**src/rtl/frame_loader_pkg.sv**
```systemverilog
// Shared constants for the frame loader: panel geometry, pixel packing and FSM encodings.
package frame_loader_pkg;

  localparam int unsigned ROWS            = 8;
  localparam int unsigned COLUMNS         = 32;
  localparam int unsigned PIXEL_W         = 24;
  localparam int unsigned BYTES_PER_PIXEL = PIXEL_W / 8;
  localparam int unsigned ROW_W           = $clog2(ROWS);
  localparam int unsigned COL_W           = $clog2(COLUMNS);
  localparam int unsigned STATE_W         = 2;

  localparam logic [STATE_W-1:0] ST_IDLE      = 2'd0;
  localparam logic [STATE_W-1:0] ST_LOAD      = 2'd1;
  localparam logic [STATE_W-1:0] ST_WAIT_FLIP = 2'd2;

  // Counter width that stays legal when only one value is needed.
  function automatic int unsigned cnt_width(input int unsigned n);
    return (n > 1) ? $clog2(n) : 1;
  endfunction

endpackage

```
**src/rtl/frame_loader_pixel_packer.sv**
```systemverilog
// Assembles MSB-first bytes into pixels; start restarts at byte 0, flush drops a partial pixel.
module frame_loader_pixel_packer
  import frame_loader_pkg::*;
#(
  parameter int unsigned width = PIXEL_W
) (
  input  logic             clk,
  input  logic             rst,
  input  logic [7:0]       data_i,
  input  logic             accept_i,
  input  logic             start_i,
  input  logic             flush_i,
  output logic [width-1:0] pixel_c,
  output logic             done_c
);

  localparam int unsigned BPP   = width / 8;
  localparam int unsigned CNT_W = cnt_width(BPP);

  logic [width-1:0] shift_q, shift_d;
  logic [CNT_W-1:0] cnt_q, cnt_d, cnt_eff;

  // A byte arriving with start is byte 0 regardless of what was pending.
  assign cnt_eff = start_i ? '0 : cnt_q;
  assign done_c  = accept_i && (cnt_eff == CNT_W'(BPP - 1));
  assign pixel_c = (shift_q << 8) | width'(data_i);

  always_comb begin
    shift_d = shift_q;
    cnt_d   = cnt_q;
    if (accept_i) begin
      shift_d = pixel_c;
      cnt_d   = done_c ? '0 : cnt_eff + CNT_W'(1);
    end else if (start_i) begin
      cnt_d = '0;
    end
    if (flush_i) begin
      cnt_d = '0;
    end
  end

  always_ff @(posedge clk or negedge rst) begin
    if (!rst) begin
      shift_q <= '0;
      cnt_q   <= '0;
    end else begin
      shift_q <= shift_d;
      cnt_q   <= cnt_d;
    end
  end

endmodule

```
**src/rtl/frame_loader.sv**
```systemverilog
// Loads SPI bytes into the display back buffer and flips buffers only at a driver frame boundary.
module frame_loader
  import frame_loader_pkg::*;
#(
  parameter int unsigned rows    = ROWS,
  parameter int unsigned columns = COLUMNS,
  parameter int unsigned width   = PIXEL_W
) (
  input  logic                       clk,
  input  logic                       rst,
  input  logic [7:0]                 load_data,
  input  logic                       load_valid,
  input  logic                       load_sot,
  input  logic                       load_eot,
  input  logic                       frame_complete,
  output logic                       mem_wen,
  output logic [$clog2(rows)-1:0]    mem_wrow,
  output logic [$clog2(columns)-1:0] mem_wcol,
  output logic [width-1:0]           mem_wdata,
  output logic                       mem_flip,
  output logic                       busy,
  output logic                       frame_short,
  output logic                       frame_overrun
);

  localparam int unsigned RW = $clog2(rows);
  localparam int unsigned CW = $clog2(columns);

  logic [STATE_W-1:0] state_q, state_d;
  logic [RW-1:0]      row_q, row_d, wrow_q, wrow_d, row_eff;
  logic [CW-1:0]      col_q, col_d, wcol_q, wcol_d, col_eff;
  logic [width-1:0]   wdata_q, wdata_d;
  logic               full_q, full_d, full_eff;
  logic               wen_q, wen_d, flip_q, flip_d, busy_q, busy_d;
  logic               short_q, short_d, over_q, over_d;
  logic               accept_c, start_c, flush_c, write_c, last_addr_c, pix_done_c;
  logic [width-1:0]   pixel_c;

  assign accept_c = load_valid && (state_q == ST_LOAD || (state_q == ST_IDLE && load_sot));
  assign start_c  = load_sot && (state_q != ST_WAIT_FLIP);
  assign flush_c  = load_eot && !load_sot && (state_q == ST_LOAD);

  frame_loader_pixel_packer #(.width(width)) u_packer (
    .clk      (clk),
    .rst      (rst),
    .data_i   (load_data),
    .accept_i (accept_c),
    .start_i  (start_c),
    .flush_i  (flush_c),
    .pixel_c  (pixel_c),
    .done_c   (pix_done_c)
  );

  // A start cycle sees the frame counters as already cleared.
  assign row_eff     = start_c ? '0 : row_q;
  assign col_eff     = start_c ? '0 : col_q;
  assign full_eff    = start_c ? 1'b0 : full_q;
  assign write_c     = pix_done_c && !full_eff;
  assign last_addr_c = (row_eff == RW'(rows - 1)) && (col_eff == CW'(columns - 1));

  always_comb begin
    state_d = state_q;
    row_d   = row_q;
    col_d   = col_q;
    full_d  = full_q;
    wen_d   = 1'b0;
    wrow_d  = wrow_q;
    wcol_d  = wcol_q;
    wdata_d = wdata_q;
    flip_d  = flip_q;
    short_d = short_q;
    over_d  = over_q;

    if (start_c) begin
      state_d = ST_LOAD;
      row_d   = '0;
      col_d   = '0;
      full_d  = 1'b0;
      short_d = 1'b0;
      over_d  = 1'b0;
    end

    if (write_c) begin
      wen_d   = 1'b1;
      wrow_d  = row_eff;
      wcol_d  = col_eff;
      wdata_d = pixel_c;
      if (col_eff == CW'(columns - 1)) begin
        col_d = '0;
        if (row_eff == RW'(rows - 1)) begin
          row_d  = '0;
          full_d = 1'b1;
        end else begin
          row_d = row_eff + RW'(1);
        end
      end else begin
        col_d = col_eff + CW'(1);
      end
    end

    if (pix_done_c && full_eff) begin
      over_d = 1'b1;
    end

    case (state_q)
      ST_LOAD: begin
        if (flush_c) begin
          state_d = ST_WAIT_FLIP;
          short_d = !(full_q || (write_c && last_addr_c));
        end
      end
      ST_WAIT_FLIP: begin
        if (frame_complete) begin
          flip_d  = ~flip_q;
          state_d = ST_IDLE;
        end
      end
      default: ;
    endcase

    busy_d = (state_d != ST_IDLE);
  end

  always_ff @(posedge clk or negedge rst) begin
    if (!rst) begin
      state_q <= ST_IDLE;
      row_q   <= '0;
      col_q   <= '0;
      full_q  <= 1'b0;
      wen_q   <= 1'b0;
      wrow_q  <= '0;
      wcol_q  <= '0;
      wdata_q <= '0;
      flip_q  <= 1'b0;
      busy_q  <= 1'b0;
      short_q <= 1'b0;
      over_q  <= 1'b0;
    end else begin
      state_q <= state_d;
      row_q   <= row_d;
      col_q   <= col_d;
      full_q  <= full_d;
      wen_q   <= wen_d;
      wrow_q  <= wrow_d;
      wcol_q  <= wcol_d;
      wdata_q <= wdata_d;
      flip_q  <= flip_d;
      busy_q  <= busy_d;
      short_q <= short_d;
      over_q  <= over_d;
    end
  end

  assign mem_wen       = wen_q;
  assign mem_wrow      = wrow_q;
  assign mem_wcol      = wcol_q;
  assign mem_wdata     = wdata_q;
  assign mem_flip      = flip_q;
  assign busy          = busy_q;
  assign frame_short   = short_q;
  assign frame_overrun = over_q;

endmodule

```
**config.mk**
```make
export PLATFORM = sky130hd
export DESIGN_NAME = frame_loader
export DESIGN_NICKNAME = d
export VERILOG_FILES = /design/src/rtl/frame_loader_pkg.sv /design/src/rtl/frame_loader_pixel_packer.sv /design/src/rtl/frame_loader.sv
export SDC_FILE = /design/constraint.sdc
export NUM_CORES = 1
export LEC_CHECK = 0
export BUFFER_PORTS_ARGS = -buffer_cell sky130_fd_sc_hd__buf_4
export CAP_MARGIN = 40
export CELL_PAD_IN_SITES_DETAIL_PLACEMENT = 1
export CELL_PAD_IN_SITES_GLOBAL_PLACEMENT = 1
export CORE_MARGIN = 4
export CORE_UTILIZATION = 40
export DETAILED_ROUTE_END_ITERATION = 10
export GPL_ROUTABILITY_DRIVEN = 0
export PLACE_DENSITY = 0.83
export SYNTH_ARGS = -nofsm -noshare
export SYNTH_HDL_FRONTEND = slang
export SYNTH_SLANG_ARGS = --single-unit
```
**constraint.sdc**
```tcl
create_clock -name clk -period 2.5 [get_ports clk]
set_clock_uncertainty 0.15 [all_clocks]
set_input_delay 0.125 -clock clk [delete_from_list [all_inputs] [get_ports clk]]
set_output_delay 0.125 -clock clk [all_outputs]
set_load 0.01 [all_outputs]
```
==> impl_metrics.env <==
export IMPL_status="completed"
export IMPL_grt_pass1_wl_um=10390
export IMPL_vias=1865
export IMPL_cp_start_kind="register"
export IMPL_ys_seq_elements=66
export IMPL_hold_path_class="input pin to register"
export IMPL_power_total_mw=3.691
export IMPL_avgSynthCellArea_sq_um=13.91
export IMPL_design_area_sq_mm=0.003669
export IMPL_pwr_density_cell_mw_per_mm2=1006
export IMPL_start_util=0.4114
export IMPL_antenna_found_initial=0
export IMPL_place_area_sq_mm=0.003311
export IMPL_hold_viol=0
export IMPL_layout_common_cells="66 x dfrtp_1, 57 x buf_4, 27 x mux2_1, 22 x mux2_2"
export IMPL_synth_async_reset_ratio=1.000
export IMPL_die_area_sq_mm=0.008390
export IMPL_rows=30
export IMPL_synth_cell_type_count=34
export IMPL_wl_per_cell_um=16.31
export IMPL_vias_per_cell=4.973
export IMPL_critPathKind="register to register"
export IMPL_first_iter_violations=58
export IMPL_finalWirelength_um=6117
export IMPL_numCtsBuffers=9
export IMPL_cts_num_sinks=66
export IMPL_drcViolationCount=0
export IMPL_ios=51
export IMPL_cp_cell_sequence="ha_4 -> nand2b_4 -> and2_1 -> ha_1 -> nand2_1 -> nor2_1 -> ha_2 -> or4_1 -> a21oi_2"
export IMPL_final_common_cell="dfrtp_1"
export IMPL_reg2reg_to="col_q[0]"
export IMPL_yosysWarnings=0
export IMPL_clk_path_buf_depth=2
export IMPL_max_cap_violations=0
export IMPL_hold_path_end="state_q[0]"
export IMPL_ir_drop_uv=477.7
export IMPL_worstSetupStartpoint="state_q[1]"
export IMPL_die_x_um=91.60
export IMPL_r2r_slack_ns=0.09
export IMPL_area_growth_pct=31.24
export IMPL_worstPathRequired_ns=2.61
export IMPL_worstPathMaxFanout=8
export IMPL_fin_crit_sh=0.9651
export IMPL_maxSlewViolCount=0
export IMPL_worstMarginPinSlew_ns=0.8358
export IMPL_synth_nets=222
export IMPL_grt_use_total=0.1580
export IMPL_clock_root_buffer="clkbuf_8"
export IMPL_io_buffers=50
export IMPL_final_setup_viol_count=0
export IMPL_finalSetupTns_ns=0
export IMPL_die_y_um=91.60
export IMPL_p_leak_nw=1.823
export IMPL_post_dp_hpwl_um=4060
export IMPL_clock_fmax_mhz=414.5
export IMPL_dr_pass1_iters=2
export IMPL_min_from="load_eot"
export IMPL_cp_slowest_cell="or4_1"
export IMPL_clk_latency_ns=0.33
export IMPL_slew_headroom=0.4428
export IMPL_grt_max_degree=67
export IMPL_rsz0062_at_grt="no"
export IMPL_ys_flop_type="dfrtp_1"
export IMPL_netlist_area_sq_mm=0.002795
export IMPL_ant_nets=0
export IMPL_netlist_instances=201
export IMPL_grt_overflow=0
export IMPL_layout_nets=295
export IMPL_ys_seq_area_frac=0.5909
export IMPL_cp_num_buf_inv=0
export IMPL_r2r_start="state_q[1]"
export IMPL_dpl_worst_slack_ns=-0.06407
export IMPL_critPathMaxStageDelay_ns=0.54
export IMPL_grt_pass1_vias=2061
export IMPL_reg2regPathDepth=9
export IMPL_worstSetupEndpointType="register"
export IMPL_clk_pin_slew_ns=0.07
export IMPL_antenna_cells=0
export IMPL_synth_edf_count=0
export IMPL_core_sq_mm=0.006794
export IMPL_cts_tree="built"
export IMPL_worstHoldPathCells=4
export IMPL_cp_top_family="simple AND/OR/NAND/NOR gates"
export IMPL_h_tree_depth=3
export IMPL_cp_arrival_ns=2.52
export IMPL_setup_ws_ns=0.08727
export IMPL_drive_above_1_share=0.3692
export IMPL_post_route_min_period_ns=2.413
worst max-delay path by stage:
stage	endpoint	slack, ns	cells after the start
4_1_cts	col_q[3]	0.01	11
2_1_floorplan	col_q[0]	0.04	11
3_3_place_gp	col_q[0]	0.09	10
5_1_grt	col_q[0]	0.002	9
3_5_place_dp	col_q[3]	-0.06	11
6_report	col_q[0]	0.09	9
synth_stat cells (all sizes together) (2+ instances only):
master / number / share of area
ha: 7 / 0.031
mux2: 49 / 0.20
nor2: 6 / 0.0081
and2: 5 / 0.011
inv: 7 / 0.0094
buf: 6 / 0.017
a211oi: 2 / 0.0054
dfrtp: 66 / 0.59
and3b: 2 / 0.0063
a31oi: 2 / 0.0045
a21oi: 5 / 0.0090
o211ai: 3 / 0.0081
nor2b: 2 / 0.0045
mux2i: 5 / 0.018
o21ai: 4 / 0.0072
nand3: 2 / 0.0036
nand2: 11 / 0.015
nand2b: 3 / 0.0067
state kept, by name, summed over array words and instances, names as in the netlist:
| name | count |
|---|---|
| mem_wcol | 5 |
| mem_wrow | 3 |
| mem_flip | 1 |
| mem_wen | 1 |
| full_q | 1 |
| u_packer.cnt_q | 2 |
| row_q | 3 |
| mem_wdata | 24 |
| frame_overrun | 1 |
| busy | 1 |
| u_packer.shift_q | 16 |
| state_q | 2 |
| frame_short | 1 |
| col_q | 5 |
power breakdown:
group	leakage (nW)	switching (mW)	total [mW]	internal [mW]
registers	0.863	0.208	1.61	1.40
clock network	0.0987	0.411	0.974	0.563
logic	0.861	0.516	1.11	0.595
total	1.82	1.13	3.69	2.56
kinds of logic after synthesis:
family                     after synthesis  share of synthesized area
buffers and inverters                   14                    0.02820
xor gates and xnor gates                 1                   0.003134
AOI/OAI and AO/OA                       21                    0.05013
muxes                                   54                     0.2153
adders and majority gates                7                    0.03133
and+or+nand+nor                         38                    0.08102
DFF                                     66                     0.5909
tightest hold or removal path, delay by kind of cell:
family	cells	cell delay, ns
compound gates	1	0.08
simple gates	2	0.15
buf+inv	1	0.11
area by class of cell:
class / count / area, sq um
multi-input cells: 121 / 1094
well taps: 96 / 120.1
flip-flops and latches: 66 / 1652
repair buffers: 69 / 558.0
fillers: 680 / 3126
clock buffers: 10 / 127.6
inverters: 7 / 26.28
clock inverters: 6 / 91.34
through the flow:
step	utilization	std cells	hold WS (ns)
after detailed placement	0.4873	347	0.1378
after global routing	0.5400	375	0.03612
final	0.5400	375	0.02484
after global placement	0.4873	347	0.1265
after CTS	0.5368	374	0.01536
after floorplan	-	201	-0.3206
routing by layer:
metal  vias to the layer above  track usage  part of all wire
met4                         0      0.06784             0.015
met2                        28       0.2769              0.54
met5                         -            0                 0
met1                       971       0.1903              0.43
met3                         6      0.02568             0.020
li1                        860            -                 -
timing repair:
item                                   4_1_cts  5_1_grt
setup endpoints to repair                    5        5
hold buffers                                11        0
pin swaps                                    0        1
resized for setup                            3        3
setup buffers                                0        1
endpoints found under the hold margin       85        0
Note: power is estimated with default switching activity, not from simulation.
